File: src/rtl/dac_seq_pkg.sv
// Shared types and raster constants for the VGA DAC scan sequencer.
package dac_seq_pkg;

  typedef enum logic [1:0] {OFF, SETTLE, RUN} state_t;

  typedef enum logic [1:0] {
    MODE_EXT   = 2'd0,
    MODE_RAMP  = 2'd1,
    MODE_BARS  = 2'd2,
    MODE_SOLID = 2'd3
  } mode_t;

  localparam int DEF_H_ACTIVE      = 640;
  localparam int DEF_H_FP          = 16;
  localparam int DEF_H_SYNC        = 96;
  localparam int DEF_H_BP          = 48;
  localparam int DEF_V_ACTIVE      = 480;
  localparam int DEF_V_FP          = 10;
  localparam int DEF_V_SYNC        = 2;
  localparam int DEF_V_BP          = 33;
  localparam int DEF_SETTLE_CYCLES = 256;
  localparam int DEF_CODE_W        = 12;

  localparam int H_TOTAL = DEF_H_ACTIVE + DEF_H_FP + DEF_H_SYNC + DEF_H_BP;
  localparam int V_TOTAL = DEF_V_ACTIVE + DEF_V_FP + DEF_V_SYNC + DEF_V_BP;

  // Counters are sized for the standard 800x525 raster.
  localparam int X_W = $clog2(H_TOTAL);
  localparam int Y_W = $clog2(V_TOTAL);

  localparam int BAR_W     = 80;
  localparam int BAR_COUNT = 8;

endpackage

File: src/rtl/vga_timing.sv
// Raster position counters with sync, active-area and end-of-frame decode
// of the current position; counters are held at zero while run is low.
module vga_timing
  import dac_seq_pkg::*;
#(
  parameter int H_ACTIVE = DEF_H_ACTIVE,
  parameter int H_FP     = DEF_H_FP,
  parameter int H_SYNC   = DEF_H_SYNC,
  parameter int H_BP     = DEF_H_BP,
  parameter int V_ACTIVE = DEF_V_ACTIVE,
  parameter int V_FP     = DEF_V_FP,
  parameter int V_SYNC   = DEF_V_SYNC,
  parameter int V_BP     = DEF_V_BP
) (
  input  logic           clk,
  input  logic           rst,
  input  logic           run,
  output logic [X_W-1:0] x,
  output logic [Y_W-1:0] y,
  output logic           hsync_n,
  output logic           vsync_n,
  output logic           active,
  output logic           eof
);

  localparam logic [X_W-1:0] H_ACT_END = X_W'(H_ACTIVE);
  localparam logic [X_W-1:0] HS_BEG    = X_W'(H_ACTIVE + H_FP);
  localparam logic [X_W-1:0] HS_END    = X_W'(H_ACTIVE + H_FP + H_SYNC);
  localparam logic [X_W-1:0] H_LAST    = X_W'(H_ACTIVE + H_FP + H_SYNC + H_BP - 1);
  localparam logic [Y_W-1:0] V_ACT_END = Y_W'(V_ACTIVE);
  localparam logic [Y_W-1:0] VS_BEG    = Y_W'(V_ACTIVE + V_FP);
  localparam logic [Y_W-1:0] VS_END    = Y_W'(V_ACTIVE + V_FP + V_SYNC);
  localparam logic [Y_W-1:0] V_LAST    = Y_W'(V_ACTIVE + V_FP + V_SYNC + V_BP - 1);

  logic x_last, y_last;

  assign x_last = (x == H_LAST);
  assign y_last = (y == V_LAST);
  assign eof    = x_last && y_last;

  always_ff @(posedge clk or posedge rst) begin
    if (rst) begin
      x <= '0;
      y <= '0;
    end else if (!run) begin
      x <= '0;
      y <= '0;
    end else if (x_last) begin
      x <= '0;
      y <= y_last ? '0 : y + Y_W'(1);
    end else begin
      x <= x + X_W'(1);
    end
  end

  assign hsync_n = !((x >= HS_BEG) && (x < HS_END));
  assign vsync_n = !((y >= VS_BEG) && (y < VS_END));
  assign active  = (x < H_ACT_END) && (y < V_ACT_END);

endmodule

File: src/rtl/dac_scan_sequencer.sv
// Powers up the shared segdac bias, waits for it to settle, then scans a VGA
// raster and delivers registered per-pixel R/G/B DAC codes with aligned syncs.
module dac_scan_sequencer
  import dac_seq_pkg::*;
#(
  parameter int H_ACTIVE      = DEF_H_ACTIVE,
  parameter int H_FP          = DEF_H_FP,
  parameter int H_SYNC        = DEF_H_SYNC,
  parameter int H_BP          = DEF_H_BP,
  parameter int V_ACTIVE      = DEF_V_ACTIVE,
  parameter int V_FP          = DEF_V_FP,
  parameter int V_SYNC        = DEF_V_SYNC,
  parameter int V_BP          = DEF_V_BP,
  parameter int SETTLE_CYCLES = DEF_SETTLE_CYCLES,
  parameter int CODE_W        = DEF_CODE_W
) (
  input  logic              clk,
  input  logic              rst,
  input  logic              enable,
  input  logic [1:0]        mode,
  input  logic [2:0]        bias_cfg,
  input  logic [CODE_W-1:0] px_r,
  input  logic [CODE_W-1:0] px_g,
  input  logic [CODE_W-1:0] px_b,
  output logic [X_W-1:0]    x,
  output logic [Y_W-1:0]    y,
  output logic              hsync,
  output logic              vsync,
  output logic              de,
  output logic [CODE_W-1:0] r_code,
  output logic [CODE_W-1:0] g_code,
  output logic [CODE_W-1:0] b_code,
  output logic [2:0]        bias,
  output logic              ready,
  output logic              frame_start
);

  localparam int SW = (SETTLE_CYCLES > 1) ? $clog2(SETTLE_CYCLES) : 1;
  localparam logic [SW-1:0] SETTLE_LOAD = SW'(SETTLE_CYCLES - 1);

  state_t            state_reg;
  logic [SW-1:0]     settle_reg;
  mode_t             mode_reg;
  logic [CODE_W-1:0] solid_r_reg, solid_g_reg, solid_b_reg;

  logic t_hsync_n, t_vsync_n, t_active, t_eof;
  logic eof_run, capture, go_off, settle_done;

  vga_timing #(
    .H_ACTIVE(H_ACTIVE), .H_FP(H_FP), .H_SYNC(H_SYNC), .H_BP(H_BP),
    .V_ACTIVE(V_ACTIVE), .V_FP(V_FP), .V_SYNC(V_SYNC), .V_BP(V_BP)
  ) u_timing (
    .clk     (clk),
    .rst     (rst),
    .run     (state_reg == RUN),
    .x       (x),
    .y       (y),
    .hsync_n (t_hsync_n),
    .vsync_n (t_vsync_n),
    .active  (t_active),
    .eof     (t_eof)
  );

  assign eof_run     = (state_reg == RUN) && t_eof;
  assign settle_done = (state_reg == SETTLE) && (settle_reg == '0);
  assign capture     = enable && ((state_reg == OFF) || eof_run);
  assign go_off      = !enable && ((state_reg == SETTLE) || eof_run);

  // Bar index is the number of bar boundaries at or left of x.
  logic [BAR_COUNT-2:0] bar_ge;
  logic [2:0]           bar_idx, bar_c;

  for (genvar gi = 1; gi < BAR_COUNT; gi++) begin : g_bar
    assign bar_ge[gi-1] = (x >= X_W'(gi * BAR_W));
  end

  always_comb begin
    bar_idx = '0;
    for (int k = 0; k < BAR_COUNT - 1; k++) begin
      bar_idx = bar_idx + {2'b00, bar_ge[k]};
    end
    bar_c = 3'd7 - bar_idx;
  end

  logic [CODE_W-1:0] ramp, pat_r, pat_g, pat_b;

  assign ramp = CODE_W'({x, x[X_W-1 -: 2]});

  always_comb begin
    pat_r = px_r;
    pat_g = px_g;
    pat_b = px_b;
    unique case (mode_reg)
      MODE_RAMP: begin
        pat_r = ramp;
        pat_g = ramp;
        pat_b = ramp;
      end
      MODE_BARS: begin
        pat_r = bar_c[2] ? '1 : '0;
        pat_g = bar_c[1] ? '1 : '0;
        pat_b = bar_c[0] ? '1 : '0;
      end
      MODE_SOLID: begin
        pat_r = solid_r_reg;
        pat_g = solid_g_reg;
        pat_b = solid_b_reg;
      end
      default: ;
    endcase
  end

  always_ff @(posedge clk or posedge rst) begin
    if (rst) begin
      state_reg   <= OFF;
      settle_reg  <= '0;
      ready       <= 1'b0;
      frame_start <= 1'b0;
    end else begin
      frame_start <= 1'b0;
      unique case (state_reg)
        OFF: begin
          if (enable) begin
            state_reg  <= SETTLE;
            settle_reg <= SETTLE_LOAD;
          end
        end
        SETTLE: begin
          if (!enable) begin
            state_reg <= OFF;
          end else if (settle_done) begin
            state_reg   <= RUN;
            ready       <= 1'b1;
            frame_start <= 1'b1;
          end else begin
            settle_reg <= settle_reg - SW'(1);
          end
        end
        RUN: begin
          // Shutdown is only honoured at the frame boundary.
          if (t_eof) begin
            if (!enable) begin
              state_reg <= OFF;
              ready     <= 1'b0;
            end else begin
              frame_start <= 1'b1;
            end
          end
        end
        default: state_reg <= OFF;
      endcase
    end
  end

  always_ff @(posedge clk or posedge rst) begin
    if (rst) begin
      mode_reg    <= MODE_EXT;
      bias        <= '0;
      solid_r_reg <= '0;
      solid_g_reg <= '0;
      solid_b_reg <= '0;
    end else if (capture) begin
      mode_reg    <= mode_t'(mode);
      bias        <= bias_cfg;
      solid_r_reg <= px_r;
      solid_g_reg <= px_g;
      solid_b_reg <= px_b;
    end else if (go_off) begin
      bias <= '0;
    end
  end

  // One-cycle output stage: codes and syncs for position (x,y) appear together.
  always_ff @(posedge clk or posedge rst) begin
    if (rst) begin
      hsync  <= 1'b1;
      vsync  <= 1'b1;
      de     <= 1'b0;
      r_code <= '0;
      g_code <= '0;
      b_code <= '0;
    end else if (state_reg == RUN) begin
      hsync  <= t_hsync_n;
      vsync  <= t_vsync_n;
      de     <= t_active;
      r_code <= t_active ? pat_r : '0;
      g_code <= t_active ? pat_g : '0;
      b_code <= t_active ? pat_b : '0;
    end else begin
      hsync  <= 1'b1;
      vsync  <= 1'b1;
      de     <= 1'b0;
      r_code <= '0;
      g_code <= '0;
      b_code <= '0;
    end
  end

endmodule

File: config.mk
export PLATFORM = sky130hd
export DESIGN_NAME = dac_scan_sequencer
export DESIGN_NICKNAME = d
export VERILOG_FILES = /design/src/rtl/dac_seq_pkg.sv /design/src/rtl/vga_timing.sv /design/src/rtl/dac_scan_sequencer.sv
export SDC_FILE = /design/constraint.sdc
export NUM_CORES = 1
export LEC_CHECK = 0
export CORE_MARGIN = 2
export CORE_UTILIZATION = 52
export DETAILED_ROUTE_END_ITERATION = 10
export GPL_ROUTABILITY_DRIVEN = 0
export GPL_TIMING_DRIVEN = 0
export PLACE_DENSITY_LB_ADDON = 0.2
export SLEW_MARGIN = 10
export SYNTH_ARGS = -nofsm -noshare
export SYNTH_HDL_FRONTEND = slang
export SYNTH_SLANG_ARGS = --single-unit
File: constraint.sdc
create_clock -name clk -period 4.9 [get_ports clk]
set_clock_uncertainty 0.15 [all_clocks]
set_input_delay 0.735 -clock clk [delete_from_list [all_inputs] [get_ports clk]]
set_output_delay 0.735 -clock clk [all_outputs]
set_load 0.005 [all_outputs]
==> run metrics <==
status finished, final reports clean; most common cell after layout, fill and taps aside dfrtp_1; Setup WS pre-CTS 0.865 ns; clock slew at reported path FFs 0.10 ns; Layout Nets 748; Synth Area in XOR/XNOR 1.96%; Die W 110 um; Hold Path Class flip-flop to flip-flop; Finished Cell Area 0.00732 mm^2; first-pass GRT wire length 23,800 um; setup repair bufs after CTS 0; CTS resizes 0; Final Max Tran Viols 0; Unique masters post-synth 51; most frequent cells in the layout dfrtp_1, clkdlybuf4s50_1, nor2_1; post-synth top area cell dfrtp_1; Main synth FF type dfrtp_1; CP Capture Type flip-flop; core area 0.0108 mm^2; FILL cells 852; CP Capture Point r_code[10]; Synth Area in Compound Gates 10.8%; CTS buffer count 9; initial antenna violation count 0; Layout area overhead 26.2%; Finish-stage setup viols 0; post-synthesis simple-gate area fraction 20.8%; worst r2r src u_timing.x[5]; Initial Util 53.5%; clk_lat worst skew 0.39 ns; Clock Sinks 112; CTS tree done; final worst path period need 4.09 ns; DR WL/cell 17.6 um; DRT Wirelength 14,700 um; CTS Hold Buffers Added 0; mux cell area share after synthesis 9.77%; Yosys warnings 0; clk root buf clkbuf_8; cell area after synthesis 0.00580 mm^2; DR vias 4,830; syn_area_per_cell 10.2 um^2; Mapped Cells 571; crit path DAT 4.26 ns; crit-path max FO 10; Static Leakage 3.16 nW; dpl hpwl 10,400 um; RSZ-0062 raised after global routing no; R2R depth 13; Tcrit/Tclk final 83.4%; largest family of logic cells by synthesized area simple AND/OR/NAND/NOR gates; worst setup path category flip-flop to flip-flop; IO buf count 107; sequential element share of the synthesized area 48.4%; layout cells sized above 1 10.4%; FMAX 245 MHz; gr usage total 26.2%; Initial DRC Count 270; Antenna Violating Nets Remaining 0; Max-cap violations 0; number of global-route vias before repair 4,735; # IOs 108; die height 110 um; Startpoint Class flip-flop; Cell Area, Placed 0.00708 mm^2; Seq cells post-synth 112; Vias per Instance 5.78; Slew @ Worst Pin 0.970 ns; Post-Synth Adder-Cell Area 3.41%; fin worst setup slack 0.812 ns; Final Hold Viols 0; Yosys top cell area share 47.4%; drt first pass iters 5; PwrDens 433 mW/mm^2; largest net degree at the start of global routing 59; Setup crit start u_timing.x[5]; Rows 38; number of remaining DRC errors 0; DIE AREA 0.0120 mm^2; # H-tree levels 3; Req. time, crit path 5.07 ns; max_slew headroom 34.8%; Max Root-Sink Buffers 2; R2R Setup Slk 0.81 ns; post-synthesis async set-or-reset flop share 100%; total gr overflow 0; Crit Reg-Reg Endpoint r_code[10]; syn_nets 629; number of synthesized flops with an enable pin 0; Area contributors post-synth dfrtp_1, mux2_4, nor2_1; Max VDD drop 0.269 mV
[critical path, cell delays in order (launching register included)]
cell      delay, ns
dfrtp_1        0.43
clkbuf_1       0.23
or3_1          0.44
a31oi_1        0.24
fa_1           0.42
inv_1          0.06
ha_1           0.15
fa_1           0.42
ha_1           0.22
xor2_1         0.16
nor3b_1        0.33
clkbuf_1       0.45
o22ai_1        0.16
nor2_1         0.14
[worst min-delay path by stage]
stage	start	cells after the start	to	slack, ns
after floorplan	solid_b_reg[11]	1	solid_b_reg[11]	0.32
after global placement	bias[1]	1	bias[1]	0.33
after detailed placement	solid_g_reg[11]	1	solid_g_reg[11]	0.33
after CTS	bias[0]	1	bias[0]	0.36
after global routing	solid_g_reg[3]	1	solid_g_reg[3]	0.37
final	bias[0]	1	bias[0]	0.35
[through the flow]
step           total power [mW]  instances  hold slack, ns  utilization, %  setup TNS (ns)
2_1_floorplan              2.17        571           0.320               -               0
3_3_place_gp               2.46        818           0.326            65.0          -54.55
3_5_place_dp               2.51        819           0.333            65.3               0
4_1_cts                    3.16        835           0.360            67.5               0
5_1_grt                    3.35        835           0.373            67.5               0
6_report                   3.17        836           0.351            67.5               0
[where the power goes]
| group | leakage [nW] | switching [mW] | internal [mW] |
|---|---|---|---|
| registers | 1.43 | 0.115 | 1.11 |
| logic | 1.61 | 0.679 | 0.624 |
| clock network | 0.123 | 0.310 | 0.331 |
| total | 3.16 | 1.10 | 2.07 |
[final cells by class]
cell class / count / area (um^2) / area share, %
clock inverters: 4 / 73.8 / 1.01
plain buffers: 39 / 196 / 2.68
clock buffers: 12 / 165 / 2.26
flip-flops and latches: 112 / 2810 / 38.3
diodes: 1 / 2.50 / 0.0342
well taps: 140 / 175 / 2.39
multi-input cells: 397 / 2710 / 37.1
repair buffers: 108 / 1100 / 15.0
inverters: 23 / 91.3 / 1.25
[per-layer routing]
layer  vias up  track usage [%]  part of all wire (%)
met5         -                0                     0
met4         0             10.5                   2.2
met3        31             6.64                   6.8
met2       212             42.5                    50
met1      2358             33.6                    41
li1       2229                -                     -
[synth_stat cells, drive strengths merged, types with 3 or more instances]
cell type / instances
o22ai: 12
buf: 11
a21oi: 40
or2: 3
a41oi: 5
nand3: 40
xnor2: 7
nand2b: 30
nor2b: 10
and3: 5
nor3b: 3
o21ai: 24
o2bb2ai: 3
nor3: 10
mux2: 38
inv: 22
nor2: 54
nand2: 26
clkbuf: 28
fa: 3
dfrtp: 110
or3: 32
a31oi: 10
xor2: 6
ha: 11
[kinds of logic after synthesis]
| family | count (synthesis) |
|---|---|
| compound gates | 104 |
| xor+xnor | 13 |
| fa+ha+maj | 14 |
| buf+inv | 62 |
| flops | 112 |
| mux | 38 |
| simple gates | 228 |
Power figures use the tool's default switching activity.
